### config.mk
export PLATFORM = sky130hd
export DESIGN_NAME = lane_sensor_tracker
export DESIGN_NICKNAME = d
export VERILOG_FILES = /design/src/rtl/lane_sensor_tracker.sv
export SDC_FILE = /design/constraint.sdc
export NUM_CORES = 1
export LEC_CHECK = 0
export BUFFER_PORTS_ARGS = -buffer_cell sky130_fd_sc_hd__buf_4
export CAP_MARGIN = 20
export CELL_PAD_IN_SITES_DETAIL_PLACEMENT = 0
export CELL_PAD_IN_SITES_GLOBAL_PLACEMENT = 1
export CORE_MARGIN = 2
export CORE_UTILIZATION = 45
export CTS_CLUSTER_DIAMETER = 200
export DETAILED_ROUTE_END_ITERATION = 6
export GPL_ROUTABILITY_DRIVEN = 0
export PLACE_DENSITY = 0.84
export SYNTH_ARGS = -nofsm -noshare
export SYNTH_HDL_FRONTEND = slang
export SYNTH_SLANG_ARGS = --single-unit
### constraint.sdc
create_clock -name clk -period 3 [get_ports clk]
set_input_delay 0.15 -clock clk [delete_from_list [all_inputs] [get_ports clk]]
set_output_delay 0.15 -clock clk [all_outputs]
set_load 0.05 [all_outputs]
### src/rtl/lane_sensor_tracker.sv
// Purpose: per-lane car counting from arrive/depart edges plus an arbitrated one-hot emergency request.
// Latency: counts and emergency outputs change on the edge that detects the event; a new request is served one edge after it is pending.
// Backpressure: none; the sink must accept every cycle, and requests that arrive while a lane is served wait in a pending vector.
module lane_sensor_tracker #(
    parameter int LANES       = 8,
    parameter int CNT_W       = 8,
    parameter int EMG_TIMEOUT = 64,
    parameter int HOLDOFF     = 4
) (
    input  logic                   clk,
    input  logic                   rst,
    input  logic [LANES-1:0]       arrive,
    input  logic [LANES-1:0]       depart,
    input  logic [LANES-1:0]       emgDetect,
    output logic [LANES*CNT_W-1:0] laneCounts,
    output logic                   emgSignal,
    output logic [LANES-1:0]       emgLane,
    output logic [LANES-1:0]       countErr
);

    localparam int TMR_W = $clog2(EMG_TIMEOUT + 1);
    localparam int HLD_W = $clog2(HOLDOFF + 1);
    localparam logic [TMR_W-1:0] TMR_LAST = TMR_W'(EMG_TIMEOUT - 1);
    localparam logic [HLD_W-1:0] HLD_LAST = HLD_W'(HOLDOFF - 1);
    localparam logic [CNT_W-1:0] CNT_MAX  = '1;

    typedef enum logic [1:0] {IDLE, ACTIVE, HOLD} state_t;

    state_t           state_q, state_d;
    logic [LANES-1:0] arrive_prev, depart_prev, emg_prev;
    logic [LANES-1:0] arrive_evt, depart_evt, emg_evt;
    logic [LANES-1:0] pending_q, pending_d;
    logic [LANES-1:0] pick;
    logic [LANES-1:0] emg_lane_d;
    logic [TMR_W-1:0] timer_q, timer_d;
    logic [HLD_W-1:0] hold_q, hold_d;
    logic             emg_signal_d;
    logic             serve;
    logic             served_depart;

    // A rising level is one event; a held level is not re-counted.
    assign arrive_evt = arrive & ~arrive_prev;
    assign depart_evt = depart & ~depart_prev;
    assign emg_evt    = emgDetect & ~emg_prev;

    assign served_depart = |(depart_evt & emgLane);

    // One-flop history of every sensor input for edge detection.
    always_ff @(posedge clk or negedge rst) begin
        if (!rst) begin
            arrive_prev <= '0;
            depart_prev <= '0;
            emg_prev    <= '0;
        end else begin
            arrive_prev <= arrive;
            depart_prev <= depart;
            emg_prev    <= emgDetect;
        end
    end

    // Saturating per-lane counts; a depart at zero latches a sticky underflow flag.
    always_ff @(posedge clk or negedge rst) begin
        if (!rst) begin
            laneCounts <= '0;
            countErr   <= '0;
        end else begin
            for (int i = 0; i < LANES; i++) begin
                if (arrive_evt[i] && !depart_evt[i]) begin
                    if (laneCounts[i*CNT_W +: CNT_W] != CNT_MAX)
                        laneCounts[i*CNT_W +: CNT_W] <= laneCounts[i*CNT_W +: CNT_W] + CNT_W'(1);
                end else if (depart_evt[i] && !arrive_evt[i]) begin
                    if (laneCounts[i*CNT_W +: CNT_W] != '0)
                        laneCounts[i*CNT_W +: CNT_W] <= laneCounts[i*CNT_W +: CNT_W] - CNT_W'(1);
                    else
                        countErr[i] <= 1'b1;
                end
            end
        end
    end

    // Emergency FSM state, arbitration bookkeeping and registered outputs.
    always_ff @(posedge clk or negedge rst) begin
        if (!rst) begin
            state_q   <= IDLE;
            pending_q <= '0;
            timer_q   <= '0;
            hold_q    <= '0;
            emgSignal <= 1'b0;
            emgLane   <= '0;
        end else begin
            state_q   <= state_d;
            pending_q <= pending_d;
            timer_q   <= timer_d;
            hold_q    <= hold_d;
            emgSignal <= emg_signal_d;
            emgLane   <= emg_lane_d;
        end
    end

    // Next state; the edge that ends the holdoff also arbitrates, so the gap is exactly HOLDOFF cycles.
    always_comb begin
        state_d = state_q;
        case (state_q)
            IDLE:    if (|pending_q) state_d = ACTIVE;
            ACTIVE:  if (served_depart || timer_q == TMR_LAST) state_d = HOLD;
            HOLD:    if (hold_q == HLD_LAST) state_d = (|pending_q) ? ACTIVE : IDLE;
            default: state_d = IDLE;
        endcase
    end

    // Highest pending lane wins (w1 first); computes next pending, timers and outputs.
    always_comb begin
        pick = '0;
        for (int i = 0; i < LANES; i++) begin
            if (pending_q[i]) begin
                pick    = '0;
                pick[i] = 1'b1;
            end
        end
        serve        = (state_q != ACTIVE) && (state_d == ACTIVE);
        pending_d    = (pending_q & ~(serve ? pick : '0)) | emg_evt;
        timer_d      = timer_q;
        hold_d       = '0;
        emg_signal_d = (state_d == ACTIVE);
        emg_lane_d   = '0;
        if (serve) begin
            timer_d    = '0;
            emg_lane_d = pick;
        end else if (state_d == ACTIVE) begin
            timer_d    = timer_q + TMR_W'(1);
            emg_lane_d = emgLane;
        end
        if (state_d == HOLD && state_q == HOLD)
            hold_d = hold_q + HLD_W'(1);
    end

endmodule

Word-level counts from Yosys, hierarchy flattened
Cells that the tools add are included.

operators by class
  $add $sub $neg = 18
  div/mod/pow operators = 0
  shift-type cells = 0
  equal/unequal tests = 24
  bitwise operators = 26
  multipliers = 0
  reductions and logical operators = 79
  $lt $le $gt $ge = 0
  multiplexer cells = 51

operator list
  operator                                               number
  two-way mux 8 bit                                      42
  adder 8 x 1 -> 8 bit, second input constant            8
  inequality test 8 bit, second input constant           8
  nonzero test 8 bit                                     8
  subtractor 8 x 1 -> 8 bit, second input constant       8
  AND reduction 3 bit                                    16
  bitwise AND 8 bit                                      5
  nonzero test 2 bit                                     17
  NOT 8 bit                                              4
  inequality test 2 x 1 -> 1 bit, second input constant  10
  logical AND 1 bit                                      18
  logical NOT 1 bit                                      16
  NOT 1 bit                                              16
  OR reduction 8 bit                                     2
  two-way mux 7 bit                                      2
  OR 8 bit                                               1
  adder 7 x 1 -> 7 bit, second input constant            1
  equality test 7 x 6 -> 1 bit, second input constant    1
  two-way mux 2 bit                                      3
  one-hot mux 2 bit (3 select lines)                     1
  equality test 2 x 1 -> 1 bit, second input constant    2
  equality test 2 bit, second input constant             2
  adder 3 x 1 -> 3 bit, second input constant            1
  equality test 3 x 2 -> 1 bit, second input constant    1
  other kinds (4)                                        5

word-level totals
  logic and storage cells = 223
  bits in read-only memories = 0
  bits in writable memories = 0
  register bits = 125
  memories = 0
  latch bits = 0
  output and inout port bits = 81

Longest topological paths before layout
  depth after elaboration = 13
  depth in mapped cells = 10
  gate-level depth less buffers = 10

Worst setup path after synthesis
Ideal clock, no wire load.

  path kind = register -> register
  from = register depart_prev[3]
  to = register laneCounts[31]
  arrival = 2,543 ps
  data required time = 2,918 ps
  stages on the path, launching flop included = 11
  setup slack = 376 ps
  buffers on the path = 0
  path through = dfrtp_1 > nor2b_1 > inv_1 > ha_1 > inv_1 > ha_1 > a211oi_1 > o311ai_0 > or4_1 > a31oi_1 > xor2_1

between the ends
  cells in the longest elaborated chain, start to end = 6

ends and longest elaborated chain
  what                                                                                   RTL line  source
  start: declaration                                                                     30        logic [LANES-1:0] arrive_prev, depart_prev, emg_prev;
  start signal: assignment                                                               56        depart_prev <= depart;
  NOT 8 bit (*)                                                                          43        assign depart_evt = depart & ~depart_prev;
  bitwise AND 8 bit (*)                                                                  43
  logical NOT 1 bit                                                                      68        if (arrive_evt[i] && !depart_evt[i]) begin
  logical AND 1 bit                                                                      68
  inequality test 2 x 1 -> 1 bit (no source line) or nonzero test 2 bit (tied branches)  n/a
  AND reduction 3 bit (no source line)                                                   n/a
  end signal: indexed assignment                                                         70        laneCounts[i*CNT_W +: CNT_W] <= laneCounts[i*CNT_W +: CNT_W] + CNT_W'(1);
  end signal: indexed assignment                                                         73        laneCounts[i*CNT_W +: CNT_W] <= laneCounts[i*CNT_W +: CNT_W] - CNT_W'(1);
  end: declaration                                                                       15        output logic [LANES*CNT_W-1:0] laneCounts,

Every way passes the cells marked *; elsewhere a longest branch is shown, timed or not.
A chain may end at the register's enable or synchronous reset.

Final worst setup path
  from = input depart[0]
  to = register laneCounts[7]

between the ends
  cells in the longest elaborated chain, start to end = 5

ends and longest elaborated chain
  what                                                                                   RTL line  source
  start: declaration                                                                     13        input logic [LANES-1:0] depart,
  bitwise AND 8 bit (*)                                                                  43
  logical NOT 1 bit                                                                      68
  logical AND 1 bit                                                                      68
  inequality test 2 x 1 -> 1 bit (no source line) or nonzero test 2 bit (tied branches)  n/a
  AND reduction 3 bit (no source line)                                                   n/a

Marked as above.

==> results list <==
* Run status: finished clean
* Count of pins on the block boundary: 107
- Mapped Area: 7231 sq um
- For this run the aggregate overflow at the end of global routing stands at 0.
- met2 is the most crowded layer.
- Cell Area, Placed: 8303 sq um
- Synth top area share: 43.26%
* Cell Count, Final, Fillers Out: 1,103
- Post-CTS setup-driven buffer insertion count: 0
- Worst Tran Pin Value: 829.6 ps
- Sort of element at the start of the critical path: primary input
- Net switching is 46.24% of the power.
* CTS max path bufs: 2
- TritonCTS clock tree: done
* Startpoint of the worst register-to-register path: depart_prev[0]
* Number of global-route vias before repair: 5,636
- Setup violations remaining at the end of the flow were counted as 0.
* Maximum number of pins on one net before global-route repair: 64
* Highest net fanout along the worst path: 8
- Sequential cells were found to cover 43.26% of the synthesized design area.
- The worst register-to-register path ends at laneCounts[7].
- Worst-case vdd ir drop: 665.5 uV
* Worst endpoint required time: 3330 ps
* Syn-to-layout area delta: 28.22%
- Number of CTS-inserted buffers: 17
- Final Net Count: 975
- By startpoint and endpoint, the worst setup path is classified as primary input to flip-flop.
- After clock tree synthesis, the clock-pin slew on the worst setup and hold paths is 60 ps.
* Number of detailed-routing iterations run before antenna repair: 4
- Synthesis produced a netlist whose cell count is 728.
- Each instance of the synthesized netlist takes up on average 9.932 sq um.
- Internal Power: 6.291 mW
- Timing-limited maximum frequency: 353.6 MHz
- Class of the tightest hold or removal check: primary input to async pin
- Yosys warning total: 0
- The number of nets in the synthesized netlist is 829.
- In the synthesized netlist the async set-or-reset flop fraction comes to 100.0%.
- The first routing iteration left 221 violations.
- Switching power: 5.410 mW
* Number of nets with antenna violations after routing: 0
* Power Total: 11.70 mW
* Number of antenna repair diodes: 0
- Maxcap violations: 0
- RSZ-0062 raised after global routing: false
- Most instantiated library cell after synthesis: sky130_fd_sc_hd__dfrtp_1
- Buffers placed on the I/O ports in this run total 106.
- Number of enable-type register cells in the synthesized netlist: 0
* Multi-input combinational cell area: 3877 sq um
- Global routing met1 resource utilization: 24.99%
- Total Wirelength: 16,310 microns
* Yosys reg bits: 125
- The die covers 17,100 sq um.
- Sorting the synthesized cells by area gives the leading types as sky130_fd_sc_hd__dfrtp_1 (43%), sky130_fd_sc_hd__ha_1 (12%), sky130_fd_sc_hd__o21ai_0 (4.1%), sky130_fd_sc_hd__xor2_1 (3.9%), sky130_fd_sc_hd__nand2_1 (3.8%).
- Pins Over Slew Limit: 0
- Power per cell area: 1262 nW/um^2
- Slew margin rel.: 44.70%
- The H-tree was split into 4 levels.
* Final Hold Fails: 0
* Placeable core region: 15,770 sq um
- Summing all flip-flop and latch instances after layout gives 3128 sq um.
- The routed design could run at a clock period as short as 2828 ps.
* Number of placed instances with taps included: 1,046
- In the routed design, unresolved DRC markers number 0.
- Most numerous cell types in the synthesized netlist: sky130_fd_sc_hd__dfrtp_1 (125), sky130_fd_sc_hd__nand2_1 (73), sky130_fd_sc_hd__ha_1 (67), sky130_fd_sc_hd__o21ai_0 (59), sky130_fd_sc_hd__inv_1 (49)
- Leak pwr: 4.281 nW
* Skew final: 8.805 ps
- Registers are responsible for 26.5% of the overall power.
- Initial standard-cell utilization of the core: 45.85%
- Wire length per cell after detailed routing: 14.78 microns
- Number of different library cells in the post-synthesis netlist: 43
* Final critical-path share of the clock period: 94.26%
- The worst register-to-register path has a depth of 10.
* CP startpoint: depart[0]
- HPWL after DPL: 12,030 microns
* CTS sink count: 125
- For the worst setup path, the data arrival time is 3160 ps.
* Die boundary width: 130.8 microns
* Portion of total power attributed to the clock network: 21.2%
- Met2 demand-to-capacity share in global routing: 33.24%
- Number of vias per cell after detailed routing: 5.383
* Global-route wire length before repair: 26,770 microns
- The biggest area contributor in the post-synthesis netlist is sky130_fd_sc_hd__dfrtp_1.
- Among all flip-flop cells after synthesis, the most frequent one is sky130_fd_sc_hd__dfrtp_1.
- Antenna violations before repair: 0
- Final std cell area, no fill: 9271 sq um
- Logic pwr share: 52.3%
* FP Rows: 46
- The worst setup path is captured at a flip-flop.
- For this run, global-route usage on met3 was measured as 4.560%.
- Height of the die: 130.8 microns
* Clk Latency, worst-skew pair: 410 ps
- The most critical setup path has its endpoint at laneCounts[7].
- Layout fillers: 1,386
- In the final timing run, aggregate negative setup slack is 0 ps.
* Root buf cell: sky130_fd_sc_hd__clkbuf_16
- Share of final-layout standard cells stronger than drive strength 1: 18.26%
- Internal reg-to-reg setup slack: 220 ps
- Global routing used 19.73% of the available tracks.
- The detailed router placed 5,938 vias in this run.
==> logic make-up after synthesis <==
logic type	Yosys count	synth area share, %
buffers and inverters	58	3.149
muxes	10	1.523
DFF	125	43.26
xor gates and xnor gates	56	6.783
adders and majority gates	75	13.81
and+or+nand+nor	226	15.75
AOI/OAI and AO/OA	178	15.73
==> placed cells by master (no fill, tap or decap), types with 18 or more instances in the layout <==
master / instances
sky130_fd_sc_hd__xnor2_1: 24
sky130_fd_sc_hd__nor2_1: 43
sky130_fd_sc_hd__buf_4: 110
sky130_fd_sc_hd__inv_1: 45
sky130_fd_sc_hd__ha_1: 67
sky130_fd_sc_hd__o21ai_0: 59
sky130_fd_sc_hd__dlygate4sd3_1: 25
sky130_fd_sc_hd__dfrtp_1: 125
sky130_fd_sc_hd__xor2_1: 32
sky130_fd_sc_hd__or3_1: 18
sky130_fd_sc_hd__nand2_1: 73
sky130_fd_sc_hd__a21oi_1: 42
==> worst min path at each step <==
| stage | from | to | cells past startpoint |
|---|---|---|---|
| finish | rst | laneCounts[44] | 2 |
| global route | depart[5] | depart_prev[5] | 2 |
| global placement | depart[5] | depart_prev[5] | 1 |
| floorplan | rst | arrive_prev[0] | 0 |
| CTS | depart[5] | depart_prev[5] | 2 |
| detailed placement | depart[2] | depart_prev[2] | 1 |
==> metrics by stage <==
step	worst slack, ps	utilization, %	hold slack [ps]
4_1_cts	4.001	58.78	372.1
2_1_floorplan	375.6	-	-145.6
3_5_place_dp	0.5174	52.65	268.7
5_1_grt	20.52	58.79	388.3
6_report	172.3	58.79	374.7
3_3_place_gp	58.99	52.65	268.4
==> per-layer routing <==
layer	part of all wire, %	vias up
li1	-	2916
met1	44	2880
met2	50	114
met3	4.0	28
met4	1.9	0
met5	0	-
==> state kept, by name, indices dropped and copies added, names as in the netlist <==
register	cells
pending_q	8
emgLane	8
depart_prev	8
hold_q	3
laneCounts	64
arrive_prev	8
emgSignal	1
emg_prev	8
state_q	2
timer_q	7
countErr	8
==> power by group through the flow <==
| stage | sequential (mW) | combinational (mW) | clock, mW |
|---|---|---|---|
| finish | 3.11 | 6.12 | 2.48 |
| global route | 3.23 | 6.64 | 2.60 |
| CTS | 3.11 | 6.11 | 2.54 |
| detailed placement | 3.12 | 6.06 | 0 |
| global placement | 3.09 | 5.87 | 0 |
| floorplan | 4.67 | 2.82 | 0 |
==> critical path: stages <==
cell and delay, ps:
sky130_fd_sc_hd__dlygate4sd3_1 540, sky130_fd_sc_hd__buf_4 110, sky130_fd_sc_hd__nor2b_1 260, sky130_fd_sc_hd__inv_1 80, sky130_fd_sc_hd__ha_1 280, sky130_fd_sc_hd__inv_2 160
sky130_fd_sc_hd__ha_1 270, sky130_fd_sc_hd__a211oi_1 230, sky130_fd_sc_hd__o311ai_0 260, sky130_fd_sc_hd__or4_1 470, sky130_fd_sc_hd__a31oi_1 200, sky130_fd_sc_hd__xor2_1 150
==> area by class of cell <==
class | instances | area share, %
Clock buffer | 22 | 5.223
Inverter | 49 | 1.984
Tap cell | 216 | 2.915
Timing Repair Buffer | 136 | 11.82
Clock inverter | 10 | 2.497
Multi-Input combinational cell | 545 | 41.82
Sequential cell | 125 | 33.74
==> repair_timing <==
item / 4_1_cts / 5_1_grt
hold endpoints to repair: 91 / 0
gates resized for setup: 0 / 11
hold buffers: 25 / 0
endpoints found under the setup margin: 0 / 9
Note: power is estimated with default switching activity, not from simulation.
